==> src/rtl/coin_pulse_conditioner.sv <==
// Coin sensor front end for the vending-machine FSM.
// It synchronises and debounces the raw nickel and dime sensor lines.
// Each debounced rising edge becomes exactly one single-cycle N, D or reject pulse.
// Simultaneous coins are serialised: dime first, then nickel on the next cycle.
module coin_pulse_conditioner #(
  parameter int DEBOUNCE = 4,
  parameter int CW       = 3
) (
  input  logic       clk,
  input  logic       rstn,
  input  logic       nickel_raw,
  input  logic       dime_raw,
  input  logic       accept_en,
  output logic       N,
  output logic       D,
  output logic       reject,
  output logic [7:0] coin_count
);

  localparam logic [CW-1:0] CNT_MAX = CW'(DEBOUNCE - 1);

  // Channel index 0 = nickel, 1 = dime.
  logic [1:0]    meta_q, sync_q;
  logic [1:0]    filt_q, filt_d;
  logic [CW-1:0] cnt_q [2];
  logic [CW-1:0] cnt_d [2];
  logic [1:0]    ev;

  logic          pend_n_q, pend_n_d, pend_d_q, pend_d_d;
  logic          sel_n, sel_d, take_ev_n, take_ev_d;

  logic          n_q, n_d, d_q, d_d, rej_q, rej_d;
  logic [7:0]    count_q, count_d;

  // Two-flop synchroniser on both raw sensor lines.
  always_ff @(posedge clk) begin
    if (!rstn) begin
      meta_q <= '0;
      sync_q <= '0;
    end else begin
      meta_q <= {dime_raw, nickel_raw};
      sync_q <= meta_q;
    end
  end

  // Debounce filter. The filtered value only follows the synchronised input
  // after DEBOUNCE consecutive mismatching cycles. A coin event is the cycle
  // in which the filtered value is about to go 0->1.
  always_comb begin
    for (int i = 0; i < 2; i++) begin
      filt_d[i] = filt_q[i];
      cnt_d[i]  = cnt_q[i];
      ev[i]     = 1'b0;
      if (sync_q[i] == filt_q[i]) begin
        cnt_d[i] = '0;
      end else if (cnt_q[i] == CNT_MAX) begin
        filt_d[i] = sync_q[i];
        cnt_d[i]  = '0;
        ev[i]     = sync_q[i];
      end else begin
        cnt_d[i] = cnt_q[i] + CW'(1);
      end
    end
  end

  // Arbitration order: pending dime, pending nickel, new dime, new nickel.
  // A new event that loses arbitration is parked in its pending flag.
  always_comb begin
    sel_n     = 1'b0;
    sel_d     = 1'b0;
    take_ev_n = 1'b0;
    take_ev_d = 1'b0;
    pend_n_d  = pend_n_q;
    pend_d_d  = pend_d_q;
    if (pend_d_q) begin
      sel_d    = 1'b1;
      pend_d_d = 1'b0;
    end else if (pend_n_q) begin
      sel_n    = 1'b1;
      pend_n_d = 1'b0;
    end else if (ev[1]) begin
      sel_d     = 1'b1;
      take_ev_d = 1'b1;
    end else if (ev[0]) begin
      sel_n     = 1'b1;
      take_ev_n = 1'b1;
    end
    if (ev[1] && !take_ev_d) pend_d_d = 1'b1;
    if (ev[0] && !take_ev_n) pend_n_d = 1'b1;
  end

  // Output pulse decode and saturating count of forwarded coins.
  always_comb begin
    n_d     = sel_n & accept_en;
    d_d     = sel_d & accept_en;
    rej_d   = (sel_n | sel_d) & ~accept_en;
    count_d = count_q;
    if ((n_d || d_d) && (count_q != 8'hFF)) count_d = count_q + 8'd1;
  end

  // Filter, arbitration and output state registers.
  always_ff @(posedge clk) begin
    if (!rstn) begin
      filt_q   <= '0;
      cnt_q[0] <= '0;
      cnt_q[1] <= '0;
      pend_n_q <= 1'b0;
      pend_d_q <= 1'b0;
      n_q      <= 1'b0;
      d_q      <= 1'b0;
      rej_q    <= 1'b0;
      count_q  <= '0;
    end else begin
      filt_q   <= filt_d;
      cnt_q[0] <= cnt_d[0];
      cnt_q[1] <= cnt_d[1];
      pend_n_q <= pend_n_d;
      pend_d_q <= pend_d_d;
      n_q      <= n_d;
      d_q      <= d_d;
      rej_q    <= rej_d;
      count_q  <= count_d;
    end
  end

  assign N          = n_q;
  assign D          = d_q;
  assign reject     = rej_q;
  assign coin_count = count_q;

endmodule
==> config.mk <==
export PLATFORM = sky130hd
export DESIGN_NAME = coin_pulse_conditioner
export DESIGN_NICKNAME = d
export VERILOG_FILES = /design/src/rtl/coin_pulse_conditioner.sv
export SDC_FILE = /design/constraint.sdc
export NUM_CORES = 1
export LEC_CHECK = 0
export BUFFER_PORTS_ARGS = -buffer_cell sky130_fd_sc_hd__buf_2
export CAP_MARGIN = 25
export CORE_MARGIN = 8
export CORE_UTILIZATION = 40
export CTS_CLUSTER_SIZE = 25
export DETAILED_ROUTE_END_ITERATION = 10
export PLACE_DENSITY_LB_ADDON = 0.05
export SETUP_SLACK_MARGIN = 0.2
export SLEW_MARGIN = 20
export SYNTH_ARGS = -nofsm -noshare
export SYNTH_HDL_FRONTEND = slang
export SYNTH_SLANG_ARGS = --single-unit
==> constraint.sdc <==
create_clock -name clk -period 2.2 [get_ports clk]
set_input_delay 0.22 -clock clk [delete_from_list [all_inputs] [get_ports clk]]
set_output_delay 0.22 -clock clk [all_outputs]
set_load 0.01 [all_outputs]
==> summary.txt, run 1 <==
Timing
  • Worst Max-Slew Pin Slew: 0.528 ns
  • Rel. slew slack: 64.7%
  • Setup TNS: 0 ns
  • Max frequency: 0.535 GHz
  • Final setup vio count: 0
  • Final worst-path cycle share: 85.0%
  • RSZ-0062 raised after global routing: false
  • Minimum clock period: 1.87 ns
  • Hold Violations, Final: 0
  • Max-slew violations: 0
  • Worst Skew: 0.00322 ns

Min path
  • Min-delay worst type: input port to flip-flop
  • Hold_sp: nickel_raw

Route
  • Vias/cell: 5.15
  • WL final: 1910 um
  • Total iterations of the first detailed-routing run: 4
  • Vias: 799
  • Antenna-violating nets left: 0
  • Iter 0 DRT Violations: 39
  • Routed wirelength normalized by instance count: 12.3 um
  • Post-route DRC violation count: 0

Final layout
  • Commonest cells after routing, fill and taps aside: dfxtp_1, buf_2, nor2_1
  • FF+latch area: 502 sq um
  • Area grow syn2layout: 13.4%
  • Filler instances: 272
  • Fraction of layout cells with a size suffix above 1: 21.6%
  • Antenna cells: 0
  • Final Net Count: 136
  • Non-Filler Instances: 155
  • Area of the multi-input gates: 518 sq um
  • Commonest non-fill, non-tap cell in the layout: dfxtp_1

Placed design
  • Placer's final routability congestion estimate: 0.733
  • Dpl hpwl: 1350 um
  • I/O Buffers: 15
  • Dpl cells: 151

Clocking
  • Clk slew on worst S/H paths: 0.14 ns
  • Clk buf depth: 2
  • Clock H-tree levels: 1
  • Setup Fix Bufs, Post-CTS: 0
  • CTS sink cnt: 25
  • TritonCTS clock tree: done
  • Total CTS buffers: 3
  • Clk Latency, worst-skew pair: 0.32 ns
  • Root Driver: clkbuf_4

GRT
  • Largest net degree at the start of global routing: 25
  • Antenna violations before repair: 0
  • First-pass GRT wire length: 3200 um
  • Vias in the first global route: 732
  • GRT Residual Overflow: 0
  • GRT Total Usage: 8.93%

Floorplan
  • Initial Utilization: 42.3%
  • Die Wd: 67.2 um
  • Io pins: 16
  • Area of the core: 2480 sq um
  • Total die area: 4520 sq um
  • Die height: 67.2 um
  • FP Rows: 18

Power and ir drop
  • Max VDD drop: 340 uV
  • Pwr dens: 580 nW/um^2
  • Lkg Pwr: 0.457 nW

Yosys
  • Syn Area/Cell: 9.71 sq um
  • Post-Syn Area: 1050 sq um
  • Flip-flop and latch count after synthesis: 25
  • Post-Syn Nets: 118
  • Post-synthesis cell type count: 28
  • Async S/R FF share, synth: 0%
  • Register area share after synthesis: 47.7%
  • Yosys warns: 0
  • Cells after Synth: 108
  • Primary FF master, synth: dfxtp_1
  • EDFF count, synth: 0

Run status
  • Status: finished clean

Worst setup path
  • Critical Path Sink Type: flip-flop
  • Critical path type: flip-flop to flip-flop
  • Worst endpoint required time: 2.46 ns
  • Crit path launch type: flip-flop
  • Worst Path Max Fanout: 12
  • Critical Path AT: 2.13 ns
  • RR Startpoint: cnt_q[0][3]
  • Critical Path Start: cnt_q[0][3]

Run
  • Max cap viols: 0
## logic make-up after synthesis
| kind of cell | count (synthesis) | share of synthesized area (%) |
|---|---|---|
| buffers and inverters | 8 | 3.58 |
| DFF | 25 | 47.7 |
| and+or+nand+nor | 48 | 26.5 |
| xor gates and xnor gates | 2 | 1.67 |
| adders and majority gates | 5 | 5.97 |
| AOI/OAI and AO/OA | 14 | 8.83 |
| muxes | 6 | 5.73 |
## layer usage
metal	GRT usage, %	vias to the layer above	wire (um)
li1	-	414	-
met4	3.92	0	18
met3	2.81	2	102
met5	0	-	0
met1	11.8	374	979
met2	13.0	9	806
## flip-flops by register name (all words and copies together), names as in the netlist, 2 cells and up
| register | flops |
|---|---|
| coin_count | 8 |
| sync_q | 2 |
| meta_q | 2 |
| cnt_q | 6 |
| filt_q | 2 |
## cell type report
| class | count | area share [%] |
|---|---|---|
| Timing Repair Buffer | 16 | 6.95 |
| Clock buffer | 3 | 1.89 |
| Tap cell | 30 | 3.16 |
| Multi-Input combinational cell | 75 | 43.6 |
| Inverter | 5 | 1.58 |
| Clock inverter | 1 | 0.632 |
| Sequential cell | 25 | 42.2 |
## where the power goes
| group | switching, mW | leakage (nW) | total, mW | internal (mW) |
|---|---|---|---|---|
| combinational | 0.0113 | 0.240 | 0.0205 | 0.00921 |
| clock | 0.140 | 0.0139 | 0.210 | 0.0693 |
| sequential | 0.00217 | 0.203 | 0.460 | 0.457 |
## metrics by stage
| stage | area (sq um) | hold slack (ns) | setup slack [ns] | util (%) | power (mW) |
|---|---|---|---|---|---|
| 2_1_floorplan | 1050 | 0.296 | 0.474 | - | 0.482 |
| 3_3_place_gp | 1150 | 0.406 | 0.352 | 46.4 | 0.490 |
| 3_5_place_dp | 1150 | 0.416 | 0.316 | 46.4 | 0.491 |
| 4_1_cts | 1180 | 0.0816 | 0.279 | 47.6 | 0.706 |
| 5_1_grt | 1190 | 0.0725 | 0.213 | 48.0 | 0.724 |
| 6_report | 1190 | 0.0958 | 0.330 | 48.0 | 0.690 |
## Yosys cell counts (all sizes together) (3+ instances only)
master	count	area share, %
nand2	8	2.9
nor3b	3	2.1
ha	5	6.0
mux2i	6	5.7
nand3b	4	2.9
o31ai	4	2.9
nand2b	3	1.8
nor4	3	2.4
and2	4	2.4
nor2	9	3.2
a21oi	3	1.4
nand4	3	1.8
a21boi	3	2.1
inv	5	1.8
dfxtp	25	48
or4	3	2.1
o21ai	3	1.4
## worst paths after layout
kind              cells past startpoint       endpoint  slack, ns
setup reg to reg                      7  coin_count[1]       0.33
hold / removal                        2      meta_q[0]        0.1
setup / recovery                      7  coin_count[1]       0.33
hold reg to reg                       1    cnt_q[0][0]       0.41
## timing repair
item                                    in CTS  in global routing
endpoints found under the setup margin       0                  5
gates resized for setup                      0                  6
hold buffers                                 0                  0
## critical path: stages (launching register included)
cell     delay [ns]
dfxtp_1        0.36
ha_1           0.15
ha_2           0.20
and3b_2        0.22
nor4_2         0.05
buf_4          0.17
nor3b_1        0.43
mux2i_1        0.23
(Power assumes the default switching activity.)
==> inputs of run 2 (changes only) <==
==> constraint.sdc (replaced) <==
create_clock -name clk -period 1.81 [get_ports clk]
set_input_delay 0.181 -clock clk [delete_from_list [all_inputs] [get_ports clk]]
set_output_delay 0.181 -clock clk [all_outputs]
set_load 0.01 [all_outputs]
==> run 2 against run 1 <==
Sequential cell count is the same. Die area unchanged. Register-to-register slack got worse by 0.24 ns. Clock power grew 17%. Sequential share of layout area fell by 4.5 points. Maximum frequency is 8.8% higher. Via count grew 3.3%. Non-clock buffer count grew 8. Largest cell class unchanged.
==> summary.txt, run 2 (synthesized netlist as in run 1, its figures left out) <==
Min path
  • Hold_sp: dime_raw
  • Min-delay worst type: input port to flip-flop

Timing
  • Rel. slew slack: 74.8% (+10 points)
  • Final worst-path cycle share: 94.9% (+10 points)
  • Max-slew violations: 0 (unchanged)
  • Worst Skew: 0.00276 ns (-0.000460 ns)
  • Setup slack after layout: 0.0918 ns (-0.239 ns)
  • RSZ-0062 raised after global routing: true
  • Setup TNS: 0 ns (unchanged)
  • Hold WS: 0.0583 ns (-0.0375 ns)
  • Minimum clock period: 1.72 ns (-0.151 ns)
  • Worst Max-Slew Pin Slew: 0.378 ns (-0.150 ns)
  • Max frequency: 0.582 GHz (+8.8%)
  • Final setup vio count: 0 (unchanged)
  • Hold Violations, Final: 0 (unchanged)

Route
  • Post-route DRC violation count: 0 (unchanged)
  • Routed wirelength normalized by instance count: 12.7 um (+3.1%)
  • Vias: 825 (+3.3%)
  • WL final: 2070 um (+8.4%)
  • Iter 0 DRT Violations: 36 (-7.7%)
  • Total iterations of the first detailed-routing run: 4 (unchanged)
  • Antenna-violating nets left: 0 (unchanged)
  • Vias/cell: 5.06 (-1.8%)

Clocking
  • CTS sink cnt: 25 (unchanged)
  • Total CTS buffers: 3 (unchanged)
  • Clk buf depth: 2 (unchanged)
  • Clock H-tree levels: 1 (unchanged)
  • Clk slew on worst S/H paths: 0.13 ns (about the same)
  • Clk Latency, worst-skew pair: 0.32 ns (about the same)
  • TritonCTS clock tree: done
  • Root Driver: clkbuf_4

Run
  • Max cap viols: 0 (unchanged)

Floorplan
  • FP Rows: 18 (unchanged)
  • Die Wd: 67.2 um (unchanged)
  • Io pins: 16 (unchanged)
  • Area of the core: 2480 sq um (unchanged)
  • Die height: 67.2 um (unchanged)
  • Initial Utilization: 42.3% (unchanged)
  • Total die area: 4520 sq um (unchanged)

Worst setup path
  • Worst Path Max Fanout: 6 (-6)
  • Crit path launch type: flip-flop
  • WP buf/inv: 2 (+1)
  • Max incr delay on CP: 0.36 ns (-0.07 ns)
  • Slowest cell on the critical path: dfxtp_2
  • Critical Path Sink Type: flip-flop
  • Critical Path Start: cnt_q[0][0]
  • Critical Path AT: 1.94 ns (-0.19 ns)
  • Critical path type: flip-flop to flip-flop
  • Worst endpoint required time: 2.03 ns (-0.43 ns)
  • Reg2Reg Setup Slack: 0.09 ns (-0.24 ns)
  • Cell repeated most along the worst path: ha_4
  • Crit-path cells: ha_4, ha_4, and3b_2, nor4_4, buf_6, nor3b_2, buf_4, mux2i_1
  • Kind of cell adding the most delay to the critical path: simple AND/OR/NAND/NOR gates
  • RR Startpoint: cnt_q[0][0]

Placed design
  • Dpl cells: 153 (+1.3%)
  • I/O Buffers: 15 (unchanged)
  • Dpl hpwl: 1360 um (+0.61%)
  • Placed Instance Area: 1230 sq um (+7.1%)
  • Placer's final routability congestion estimate: 0.736 (+0.38%)
  • Dpl ws: 0.0169 ns (-0.299 ns)

GRT
  • GRT Total Usage: 9.92% (+0.99 points)
  • Antenna violations before repair: 0 (unchanged)
  • GRT Residual Overflow: 0 (unchanged)
  • Largest net degree at the start of global routing: 25 (unchanged)
  • Vias in the first global route: 789 (+7.8%)
  • First-pass GRT wire length: 3510 um (+9.5%)

Power and ir drop
  • Post-layout total power: 0.832 mW (+21%)
  • Max VDD drop: 646 uV (+90%)
  • Pwr dens: 621 nW/um^2 (+7.0%)
  • Lkg Pwr: 0.515 nW (+13%)

Final layout
  • Antenna cells: 0 (unchanged)
  • Area grow syn2layout: 27.8%
  • Commonest non-fill, non-tap cell in the layout: dfxtp_1
  • Final Net Count: 144 (+5.9%)
  • Final core utilization: 54.1% (+6.1 points)
  • Fin area: 1340 sq um (+13%)
  • Non-Filler Instances: 163 (+5.2%)
  • Commonest cells after routing, fill and taps aside: dfxtp_1, buf_2, nand2_1, nor2_1
  • Fraction of layout cells with a size suffix above 1: 33.8% (+12 points)
  • Max reg flops: 8 (unchanged)

Run status
  • Status: finished clean
==> run 2: worst paths after layout <==
check	cells after the start	end
max	8	coin_count[0]
min	2	meta_q[1]
max reg2reg	8	coin_count[0]
min reg2reg	1	cnt_q[0][0]
==> run 2: worst reg2reg max path, cell delays in order (launching register included) <==
cell and delay [ns]:
dfxtp_2 0.36, ha_4 0.16, ha_4 0.15, and3b_2 0.22, nor4_4 0.27, buf_6 0.17, nor3b_2 0.05, buf_4 0.16
mux2i_1 0.11
==> run 2: cell type report <==
cell class	instances	area (sq um)
repair buffers	24	154
clock buffers	3	22.5
well taps	30	37.5
clock inverters	1	5.00
fillers	243	1140
multi-input cells	75	597
flip-flops and latches	25	505
inverters	5	18.8
==> run 2: repair_timing <==
action	4_1_cts	5_1_grt
setup buffers	3	2
setup endpoints to repair	8	9
hold buffers	0	0
cloned	1	0
gates resized for setup	6	5
pin swaps	10	4
==> run 2: routing by layer <==
metal	GRT usage (%)	up-vias	part of all wire, %
met5	0	-	0
met2	15.9	17	44
met3	4.14	2	6.5
met1	11.8	374	48
li1	-	432	-
met4	3.13	0	0.82
==> run 2: power breakdown <==
group	total [mW]	internal [mW]	switching, mW
registers	0.559	0.556	0.00328
logic	0.0268	0.0119	0.0149
clock network	0.246	0.0827	0.163
==> inputs of run 3 (changes only) <==
--- a/config.mk
+++ b/config.mk
@@ -5,6 +5,7 @@
 export SDC_FILE = /design/constraint.sdc
 export NUM_CORES = 1
 export LEC_CHECK = 0
+export ABC_AREA = 1
 export BUFFER_PORTS_ARGS = -buffer_cell sky130_fd_sc_hd__buf_2
 export CAP_MARGIN = 25
 export CORE_MARGIN = 8
==> run 3 against run 2 <==
Sequential power barely moved. Area after synthesis is 5.3% higher. Setup slack improved by 0.21 ns. Sequential share of layout area is 1.1 points higher. Critical path depth shrank 1. Power shrank 0.59%. Via count up 17%. First-iteration DRC count grew 50%. Final area decreased by 3.5%. Clock-buffer cell count stayed put. Combinational power fell by 4%. Synthesized cell count up 35%. Critical endpoint is now coin_count[5]. Largest power group unchanged.
==> summary.txt, run 3 <==
Power and ir drop
  • NetSw: 0.180 mW (-0.73%)
  • Sw Share: 21.8% (-0.030 points)
  • Lkg Pwr: 0.590 nW (+15%)
  • P_int: 0.647 mW (-0.55%)
  • Max VDD drop: 457 uV (-29%)
  • Clock power share: 29.3% (-0.2 points)
  • Comb pwr share: 3.1% (about the same)
  • Sequential power share: 67.6% (+0.4 points)
  • Post-layout total power: 0.827 mW (-0.59%)
  • Pwr dens: 640 nW/um^2 (+3.1%)

Final layout
  • Fraction of layout cells with a size suffix above 1: 22.8% (-11 points)
  • Commonest non-fill, non-tap cell in the layout: nand2_1
  • Area of the multi-input gates: 541 sq um (-9.4%)
  • FF+latch area: 502 sq um (-0.74%)
  • Fin area: 1290 sq um (-3.5%)
  • Filler instances: 300 (+23%)
  • Final Net Count: 178 (+24%)
  • Area grow syn2layout: 17.1%
  • Commonest cells after routing, fill and taps aside: nand2_1, dfxtp_1, inv_1
  • Antenna cells: 0 (unchanged)
  • Max reg flops: 8 (unchanged)

Worst setup path
  • Crit path to: coin_count[5]
  • Critical Path AT: 1.76 ns (-0.18 ns)
  • Cell repeated most along the worst path: nand2_1
  • Slowest cell on the critical path: dfxtp_1
  • Critical Path Sink Type: flip-flop
  • RR Startpoint: coin_count[1]
  • Max incr delay on CP: 0.43 ns (+0.07 ns)
  • Reg2Reg Setup Slack: 0.30 ns (+0.21 ns)
  • Crit-path cells: ha_2, nand2_1, nor2_4, nand2_4, nand3_4, nand2_1, a21oi_1
  • R2R Path End: coin_count[5]
  • Worst endpoint required time: 2.06 ns (+0.03 ns)
  • Crit path launch type: flip-flop
  • Critical Path Start: coin_count[1]
  • Critical path type: flip-flop to flip-flop
  • R2R cell count: 7 (-1)
  • Worst Path Max Fanout: 8 (+2)

GRT
  • Vias in the first global route: 866 (+9.8%)
  • First-pass GRT wire length: 3680 um (+5.1%)
  • Antenna violations before repair: 0 (unchanged)
  • GRT Residual Overflow: 0 (unchanged)
  • GRT Total Usage: 10.1% (+0.15 points)
  • Largest net degree at the start of global routing: 17 (-32%)

Yosys
  • EDFF count, synth: 0 (unchanged)
  • Flip-flop and latch count after synthesis: 25 (unchanged)
  • Top cells by area, synth: dfxtp_1, nand2_1, inv_1
  • Cell accounting for the most synthesized area: dfxtp_1
  • Primary FF master, synth: dfxtp_1
  • Yosys warns: 0 (unchanged)
  • Register area share after synthesis: 45.4% (-2.4 points)
  • Post-Syn Area: 1100 sq um (+5.3%)
  • Post-Syn Nets: 156 (+32%)
  • Syn Area/Cell: 7.56 sq um (-22%)
  • Post-synthesis cell type count: 22 (-21%)
  • Cells after Synth: 146 (+35%)
  • Top-area cell type share of the netlist area: 45.4% (-2.4 points)
  • Most common cell in the netlist: nand2_1
  • Synth cell count leaders: nand2_1, dfxtp_1, inv_1
  • Async S/R FF share, synth: 0% (unchanged)

Timing
  • Minimum clock period: 1.51 ns (-0.210 ns)
  • Hold WS: 0.0413 ns (-0.0170 ns)
  • RSZ-0062 raised after global routing: true
  • Rel. slew slack: 81.9% (+7.1 points)
  • Setup slack after layout: 0.302 ns (+0.210 ns)
  • Max frequency: 0.663 GHz (+14%)
  • Worst Max-Slew Pin Slew: 0.271 ns (-0.107 ns)
  • Max-slew violations: 0 (unchanged)
  • Final setup vio count: 0 (unchanged)
  • Final worst-path cycle share: 83.3% (-12 points)
  • Hold Violations, Final: 0 (unchanged)
  • Setup TNS: 0 ns (unchanged)
  • Worst Skew: 0.00574 ns (+0.00298 ns)

Floorplan
  • Total die area: 4700 sq um (+4.0%)
  • Die height: 68.5 um (+2.0%)
  • Initial Utilization: 41.1% (-1.2 points)
  • Io pins: 16 (unchanged)
  • Area of the core: 2690 sq um (+8.4%)
  • Die Wd: 68.5 um (+2.0%)
  • FP Rows: 19 (+1)

Route
  • Routed wirelength normalized by instance count: 11.0 um (-13%)
  • WL final: 2180 um (+5.4%)
  • Post-route DRC violation count: 0 (unchanged)
  • Antenna-violating nets left: 0 (unchanged)
  • Total iterations of the first detailed-routing run: 4 (unchanged)
  • Vias: 969 (+17%)
  • Vias/cell: 4.89 (-3.3%)
  • Iter 0 DRT Violations: 54 (+50%)

Min path
  • Min-delay worst type: input port to flip-flop
  • Hold_sp: dime_raw

Placed design
  • Placer's final routability congestion estimate: 0.745 (+1.3%)
  • Dpl hpwl: 1630 um (+20%)
  • I/O Buffers: 15 (unchanged)
  • Dpl ws: 0.243 ns (+0.226 ns)
  • Placed Instance Area: 1220 sq um (-0.61%)

Clocking
  • Total CTS buffers: 3 (unchanged)
  • CTS sink cnt: 25 (unchanged)
  • Root Driver: clkbuf_4
  • Clk slew on worst S/H paths: 0.14 ns (about the same)
  • Clk buf depth: 2 (unchanged)
  • Clock H-tree levels: 1 (unchanged)
  • TritonCTS clock tree: done
  • Clk Latency, worst-skew pair: 0.31 ns (about the same)

Run status
  • Status: finished clean

Run
  • Max cap viols: 0 (unchanged)
run 3: cell families (layout without fill, tap and decap cells):
kind of cell	count (synthesis)	after routing	share of synthesized area [%]
AO/OA/AOI/OAI	18	18	8.84
XOR/XNOR	1	1	0.794
adder cells (fa/ha/maj)	5	5	5.67
buffers and inverters	23	44	7.94
flip-flops	25	25	45.4
AND/OR/NAND/NOR	74	74	31.4
run 3: layout make-up:
class	count	area share [%]
well taps	31	3.00
inverters	21	6.10
flip-flops and latches	25	38.8
clock inverters	1	0.387
repair buffers	19	8.13
multi-input cells	98	41.8
clock buffers	3	1.74
run 3: power by group through the flow:
stage          sequential (mW)  combinational (mW)  clock, mW
3_5_place_dp             0.571              0.0251          0
2_1_floorplan            0.570              0.0143          0
3_3_place_gp             0.571              0.0244          0
4_1_cts                  0.559              0.0252      0.261
6_report                 0.559              0.0258      0.242
5_1_grt                  0.560              0.0293      0.283
run 3: what timing repair did:
item / CTS / global route
buffers inserted: 0 / 2
resized for setup: 0 / 11
hold buffers: 0 / 0
endpoints found under the setup margin: 0 / 8
run 3: worst min-delay path by stage:
stage / endpoint / slack [ns] / cells past startpoint
after CTS: meta_q[1] / 0.03 / 3
after detailed placement: meta_q[1] / 0.37 / 3
after global routing: meta_q[0] / 0.04 / 3
after floorplan: reject / 0.26 / 1
final: meta_q[1] / 0.04 / 3
after global placement: meta_q[1] / 0.36 / 3
run 3: critical path, delay by kind of cell, from the launching register on:
kind,cells,cell delay [ns]
AOI/OAI and AO/OA,1,0.15
adders and majority gates,1,0.26
DFF,1,0.43
and+or+nand+nor,5,0.59
run 3: per-layer routing:
layer	share of wire [%]	global-route usage [%]	vias up	wire (um)
met3	5.1	2.10	2	111
met4	0.87	3.84	0	19
met5	0	0	-	0
met1	51	13.2	434	1120
li1	-	-	512	-
met2	43	15.8	21	931
run 3: metrics by stage:
stage	std cells	util, %
floorplan	146	-
global route	198	48.1
detailed placement	192	45.6
global placement	192	45.6
CTS	196	46.6
finish	198	48.1
